File: src/rtl/fetch_ifid_stage.sv
// fetch_ifid_stage: fetch-stage PC register plus IF/ID pipeline register
// for the 5-stage MIPS pipeline.
//
// - After reset the block waits BOOT_CYCLES cycles in BOOT before it fetches.
// - In RUN it requests imem[pc] every cycle.
// - HALT suspends fetching while halt_req is high.
// - The hazard unit drives pc_hold, ifid_hold and ifid_flush.
// - A taken branch redirects pc.
//
// Optional feature: define FETCH_PERF_CNT_EN to build saturating stall and
// flush counters. When it is undefined, stall_cnt and flush_cnt are tied to 0.
//
// Handshake: imem_req is high only in RUN, and imem_addr always equals pc.
// The word on imem_rdata is consumed on a rising edge only when all of these
// hold in that cycle:
//   - imem_ready is 1
//   - pc_hold is 0
//   - branch_taken is 0
//   - halt_req is 0
// A consumed word becomes visible on ifid_* one cycle later.
module fetch_ifid_stage #(
  parameter logic [31:0] RESET_PC    = 32'h0000_0000,
  parameter int unsigned BOOT_CYCLES = 2,
  parameter logic [31:0] NOP_INSTR   = 32'h0000_0000
) (
  input  logic        clk,
  input  logic        rst_n,
  input  logic        pc_hold,
  input  logic        ifid_hold,
  input  logic        ifid_flush,
  input  logic        branch_taken,
  input  logic [31:0] branch_target,
  input  logic        halt_req,
  output logic        imem_req,
  output logic [31:0] imem_addr,
  input  logic        imem_ready,
  input  logic [31:0] imem_rdata,
  output logic [31:0] ifid_pc4,
  output logic [31:0] ifid_instr,
  output logic        ifid_valid,
  output logic        halted,
  output logic [31:0] stall_cnt,
  output logic [31:0] flush_cnt,
  output logic [1:0]  fsm_state_o   // debug: 0 = BOOT, 1 = RUN, 2 = HALT
);

  typedef enum logic [1:0] {
    ST_BOOT = 2'd0,
    ST_RUN  = 2'd1,
    ST_HALT = 2'd2
  } state_e;

  localparam logic [3:0] BOOT_LAST = 4'(BOOT_CYCLES - 1);

  state_e      state_q;
  logic [3:0]  boot_cnt_q;
  logic        imem_req_q;
  logic        halted_q;

  logic [31:0] pc_q, pc_d;
  logic [31:0] pc_plus4;
  logic [31:0] ifid_pc4_q, ifid_pc4_d;
  logic [31:0] ifid_instr_q, ifid_instr_d;
  logic        ifid_valid_q, ifid_valid_d;

  logic        in_run;
  logic        fetch_ok;
  logic        redirect;

  assign in_run   = (state_q == ST_RUN);
  assign pc_plus4 = pc_q + 32'd4;  // wraps modulo 2^32

  // A returned word is consumed only in RUN and only when nothing else claims
  // the cycle. A taken branch discards the word fetched alongside it.
  assign fetch_ok = in_run && !halt_req && imem_ready && !pc_hold && !branch_taken;

  // Redirects are honoured in RUN and in HALT, but never in BOOT.
  assign redirect = (state_q != ST_BOOT) && branch_taken && !pc_hold;

  // Sequence BOOT -> RUN <-> HALT, with imem_req and halted registered with the state.
  always_ff @(posedge clk or negedge rst_n) begin
    if (!rst_n) begin
      state_q    <= ST_BOOT;
      boot_cnt_q <= 4'd0;
      imem_req_q <= 1'b0;
      halted_q   <= 1'b0;
    end else begin
      case (state_q)
        ST_BOOT: begin
          boot_cnt_q <= boot_cnt_q + 4'd1;
          if (boot_cnt_q == BOOT_LAST) begin
            state_q    <= ST_RUN;
            imem_req_q <= 1'b1;
          end
        end
        ST_RUN: begin
          if (halt_req) begin
            state_q    <= ST_HALT;
            imem_req_q <= 1'b0;
            halted_q   <= 1'b1;
          end
        end
        ST_HALT: begin
          if (!halt_req) begin
            state_q    <= ST_RUN;
            imem_req_q <= 1'b1;
            halted_q   <= 1'b0;
          end
        end
        default: begin
          state_q    <= ST_BOOT;
          imem_req_q <= 1'b0;
          halted_q   <= 1'b0;
        end
      endcase
    end
  end

  // Next pc: a redirect wins, then a consumed fetch advances; otherwise hold.
  always_comb begin
    pc_d = pc_q;
    if (redirect) begin
      pc_d = {branch_target[31:2], 2'b00};
    end else if (fetch_ok) begin
      pc_d = pc_plus4;
    end
  end

  // Next IF/ID contents: a flush beats a hold, a hold keeps the contents, a
  // consumed fetch loads the word, and any other cycle loads a bubble.
  always_comb begin
    ifid_pc4_d   = ifid_pc4_q;
    ifid_instr_d = ifid_instr_q;
    ifid_valid_d = ifid_valid_q;
    if (ifid_flush) begin
      ifid_pc4_d   = 32'd0;
      ifid_instr_d = NOP_INSTR;
      ifid_valid_d = 1'b0;
    end else if (!ifid_hold) begin
      if (fetch_ok) begin
        ifid_pc4_d   = pc_plus4;
        ifid_instr_d = imem_rdata;
        ifid_valid_d = 1'b1;
      end else begin
        ifid_pc4_d   = 32'd0;
        ifid_instr_d = NOP_INSTR;
        ifid_valid_d = 1'b0;
      end
    end
  end

  // Register pc and the IF/ID fields.
  always_ff @(posedge clk or negedge rst_n) begin
    if (!rst_n) begin
      pc_q         <= RESET_PC;
      ifid_pc4_q   <= 32'd0;
      ifid_instr_q <= NOP_INSTR;
      ifid_valid_q <= 1'b0;
    end else begin
      pc_q         <= pc_d;
      ifid_pc4_q   <= ifid_pc4_d;
      ifid_instr_q <= ifid_instr_d;
      ifid_valid_q <= ifid_valid_d;
    end
  end

`ifdef FETCH_PERF_CNT_EN
  logic [31:0] stall_cnt_q;
  logic [31:0] flush_cnt_q;

  // Saturating performance counters; only a reset clears them.
  always_ff @(posedge clk or negedge rst_n) begin
    if (!rst_n) begin
      stall_cnt_q <= 32'd0;
      flush_cnt_q <= 32'd0;
    end else begin
      if (in_run && (pc_hold || !imem_ready) && (stall_cnt_q != 32'hFFFF_FFFF)) begin
        stall_cnt_q <= stall_cnt_q + 32'd1;
      end
      if (ifid_flush && (flush_cnt_q != 32'hFFFF_FFFF)) begin
        flush_cnt_q <= flush_cnt_q + 32'd1;
      end
    end
  end

  assign stall_cnt = stall_cnt_q;
  assign flush_cnt = flush_cnt_q;
`else
  assign stall_cnt = 32'd0;
  assign flush_cnt = 32'd0;
`endif

  // The hazard unit never freezes pc while a branch is being taken, because
  // that combination would silently lose the redirect.
  assert property (@(posedge clk) disable iff (!rst_n) !(branch_taken && pc_hold));

  assign imem_req    = imem_req_q;
  assign imem_addr   = pc_q;
  assign ifid_pc4    = ifid_pc4_q;
  assign ifid_instr  = ifid_instr_q;
  assign ifid_valid  = ifid_valid_q;
  assign halted      = halted_q;
  assign fsm_state_o = state_q;

endmodule

File: config.mk
export PLATFORM = sky130hd
export DESIGN_NAME = fetch_ifid_stage
export DESIGN_NICKNAME = d
export VERILOG_FILES = /design/src/rtl/fetch_ifid_stage.sv
export SDC_FILE = /design/constraint.sdc
export NUM_CORES = 1
export LEC_CHECK = 0
export BUFFER_PORTS_ARGS = -buffer_cell sky130_fd_sc_hd__clkbuf_2
export CORE_ASPECT_RATIO = 1.25
export CORE_MARGIN = 4
export CORE_UTILIZATION = 51
export DETAILED_ROUTE_END_ITERATION = 16
export PLACE_DENSITY = 0.89
export SKIP_LAST_GASP = 1
export SYNTH_ARGS = -nofsm -noshare
export SYNTH_HDL_FRONTEND = slang
export SYNTH_SLANG_ARGS = --single-unit
File: constraint.sdc
create_clock -name clk -period 6 [get_ports clk]
set_clock_uncertainty 0.2 [all_clocks]
set_input_delay 0.9 -clock clk [delete_from_list [all_inputs] [get_ports clk]]
set_output_delay 0.9 -clock clk [all_outputs]
set_load 0.005 [all_outputs]
==> results.toml <==
[outcome]
status = "completed"

[cells_and_area]
fin_area_mm2 = 0.00623
drive_above_1_share_pct = 30.0
fin_cells = 810
area_growth_pct = 17.6
diodes = 0
n_fill_cell = 875
fin_nets = 751
layout_commonest_cell = "clkbuf_2"
final_core_util_pct = 61.6
final_cell_mix = "clkbuf_2 (167), dfrtp_1 (101), conb_1 (66)"

[sta]
max_slew_margin_pct = 16.5
tns_ns = 0
final-max-slew-violation-count = 0
fin_crit_ns = 3.05
fmax_mhz = 328
period_share_pct = 50.8
tightest_slew_ns = 1.25
setup_violations = 0
rsz0062_at_grt = "no"
finalHoldViolations = 0

[clock_tree]
numCtsBuffers = 9
post_cts_resized = 0
cts_setup_buffers = 0
cts_root_buf = "clkbuf_16"
htreeDepth = 3
cts_hold_buffers = 0
clock_sinks = 101
clk_pin_slew_ns = 0.07
tritoncts = "built"
clock_path_buffers = 2
clk_latency_ns = 0.34

[floorplan]
initial_core_util_pct = 52.4
die_y_um = 122
num_io_pins = 237
die_area_mm2 = 0.0121
die_x_um = 99.2
rows = 41
core_area_mm2 = 0.0101

[run]
maxCapViolCount = 0

[routing]
dr_total_vias = 4393
viasPerCell = 5.42
final_antenna_net_count = 0
drt-total-wl_mm = 13.7
route.detailed.drc = 0
drtPass1Iterations = 4
drtIter0Drc = 291
wl_per_cell_um = 16.9

[placed_design]
gp_congestion = 0.829
io_buffer_count = 168
hpwl_mm = 10.2
place_area_mm2 = 0.00594
placed_cells = 794

[global_route]
grt_pass1_wl_mm = 21.6
first_global_vias = 4307
grt_antenna_before_repair = 0
grt_max_degree = 59
grt-ovfl-total = 0
gr-usage-all-layers_pct = 22.5

[hold_path]
hold_class = "reg -> reg"
min_from = "ifid_pc4[13]"

[setup_path]
crit_start = "pc_hold"
required_ns = 6.07
cpLargestDelayFamily = "simple AND/OR/NAND/NOR gates"
cp_data_arrival_time_ns = 3.12
cp.buffers_inverters = 1
cp_max_fo = 35
r2r-start = "fsm_state_o[1]"
path_cells = "clkbuf_2 -> nor2_1 -> nand4_2 -> nor3_4 -> a22o_1"
slowest_stage = "nor3_4"
crit_path_start_kind = "primary input"
end_kind = "flop"
max_stage_delay_ns = 1.15
path_class = "in -> reg"

[synthesis]
synthDominantCellAreaShare_pct = 47.7
yosys-top-cells-area = "dfrtp_1 (48%), buf_4 (9.9%), a22o_1 (6.9%)"
synthCells = 528
synth-edff-count = 0
yosysWarnings = 0
synth-main-ff-cell = "dfrtp_1"
ys_ff_latch = 101
syn_area_mm2 = 0.00530
synthArstFlopShare_pct = 100
yosysSeqAreaShare_pct = 47.7
synth.largest_area_cell = "dfrtp_1"
synth.avg_cell_area_um2 = 10.0
synth_cell_type_count = 49

[pwr]
ir_drop_mv = 0.226
leakagePower_nw = 3.13
power_mw = 2.13
power.density_mw_per_mm2 = 343
synth_stat cells (all sizes together), types with 6 or more instances:
library cell	count
xor2	9
nor2	23
a22o	42
dfrtp	101
buf	77
a221o	8
and4	6
a21o	8
inv	7
o21ai	53
nand3	12
xnor2	29
nand2	59
nor4	12
nor3	13
nand4	6
clkbuf	23
stage by stage:
stage	setup WS (ns)	hold slack, ns
after floorplan	3.61	0.247
after global placement	2.76	0.261
after CTS	2.97	0.288
final	2.95	0.286
after detailed placement	2.61	0.271
after global routing	2.76	0.316
worst reg2reg max path, stage by stage (launching register included):
cell and delay [ns]:
dfrtp_1 0.46, nor2_1 0.19, nand4_2 0.50, nor3_4 1.15, a22o_1 0.29
per-layer routing:
layer / wire length, um / track usage [%] / vias to the layer above
li1: - / - / 2020
met1: 5500 / 28.8 / 2123
met2: 6760 / 38.0 / 228
met3: 1170 / 3.55 / 22
met4: 264 / 9.22 / 0
met5: 0 / 0 / -
flip-flops by register name, summed over array words and instances, names as in the netlist:
name,flops
imem_req,1
ifid_instr,32
ifid_valid,1
halted,1
boot_cnt_q,4
ifid_pc4,31
fsm_state_o,1
imem_addr,30
where the power goes:
| group | internal (mW) | total (mW) | switching (mW) |
|---|---|---|---|
| clock network | 0.291 | 0.560 | 0.269 |
| logic | 0.276 | 0.560 | 0.284 |
| registers | 0.800 | 1.01 | 0.214 |
| total | 1.37 | 2.13 | 0.768 |
final cells by class:
| class | count | area [um2] | area share, % |
|---|---|---|---|
| clock buffers | 9 | 225 | 3.62 |
| inverters | 7 | 26.3 | 0.422 |
| multi-input cells | 385 | 2350 | 37.8 |
| clock inverters | 7 | 62.6 | 1.00 |
| repair buffers | 172 | 873 | 14.0 |
| flip-flops and latches | 101 | 2530 | 40.6 |
| well taps | 129 | 161 | 2.59 |
worst paths after layout:
path	to	slack [ns]	depth (start not counted)
worst min register to register	ifid_pc4[13]	0.29	2
worst max-delay path	ifid_instr[18]	2.95	5
worst min-delay path	ifid_pc4[13]	0.29	2
worst max register to register	ifid_instr[18]	3.14	4
min in group asynchronous	imem_addr[16]	0.36	1
max in group asynchronous	ifid_instr[1]	4.10	2
kinds of logic after synthesis:
family | after synthesis | synth area share [%]
XOR/XNOR | 38 | 6.28
multiplexers | 2 | 0.378
AO/OA/AOI/OAI | 128 | 16.9
AND/OR/NAND/NOR | 148 | 15.0
other | 1 | 0.0708
flip-flops | 101 | 47.7
buffers and inverters | 107 | 12.9
adder cells (fa/ha/maj) | 3 | 0.709
Power figures use the tool's default switching activity.
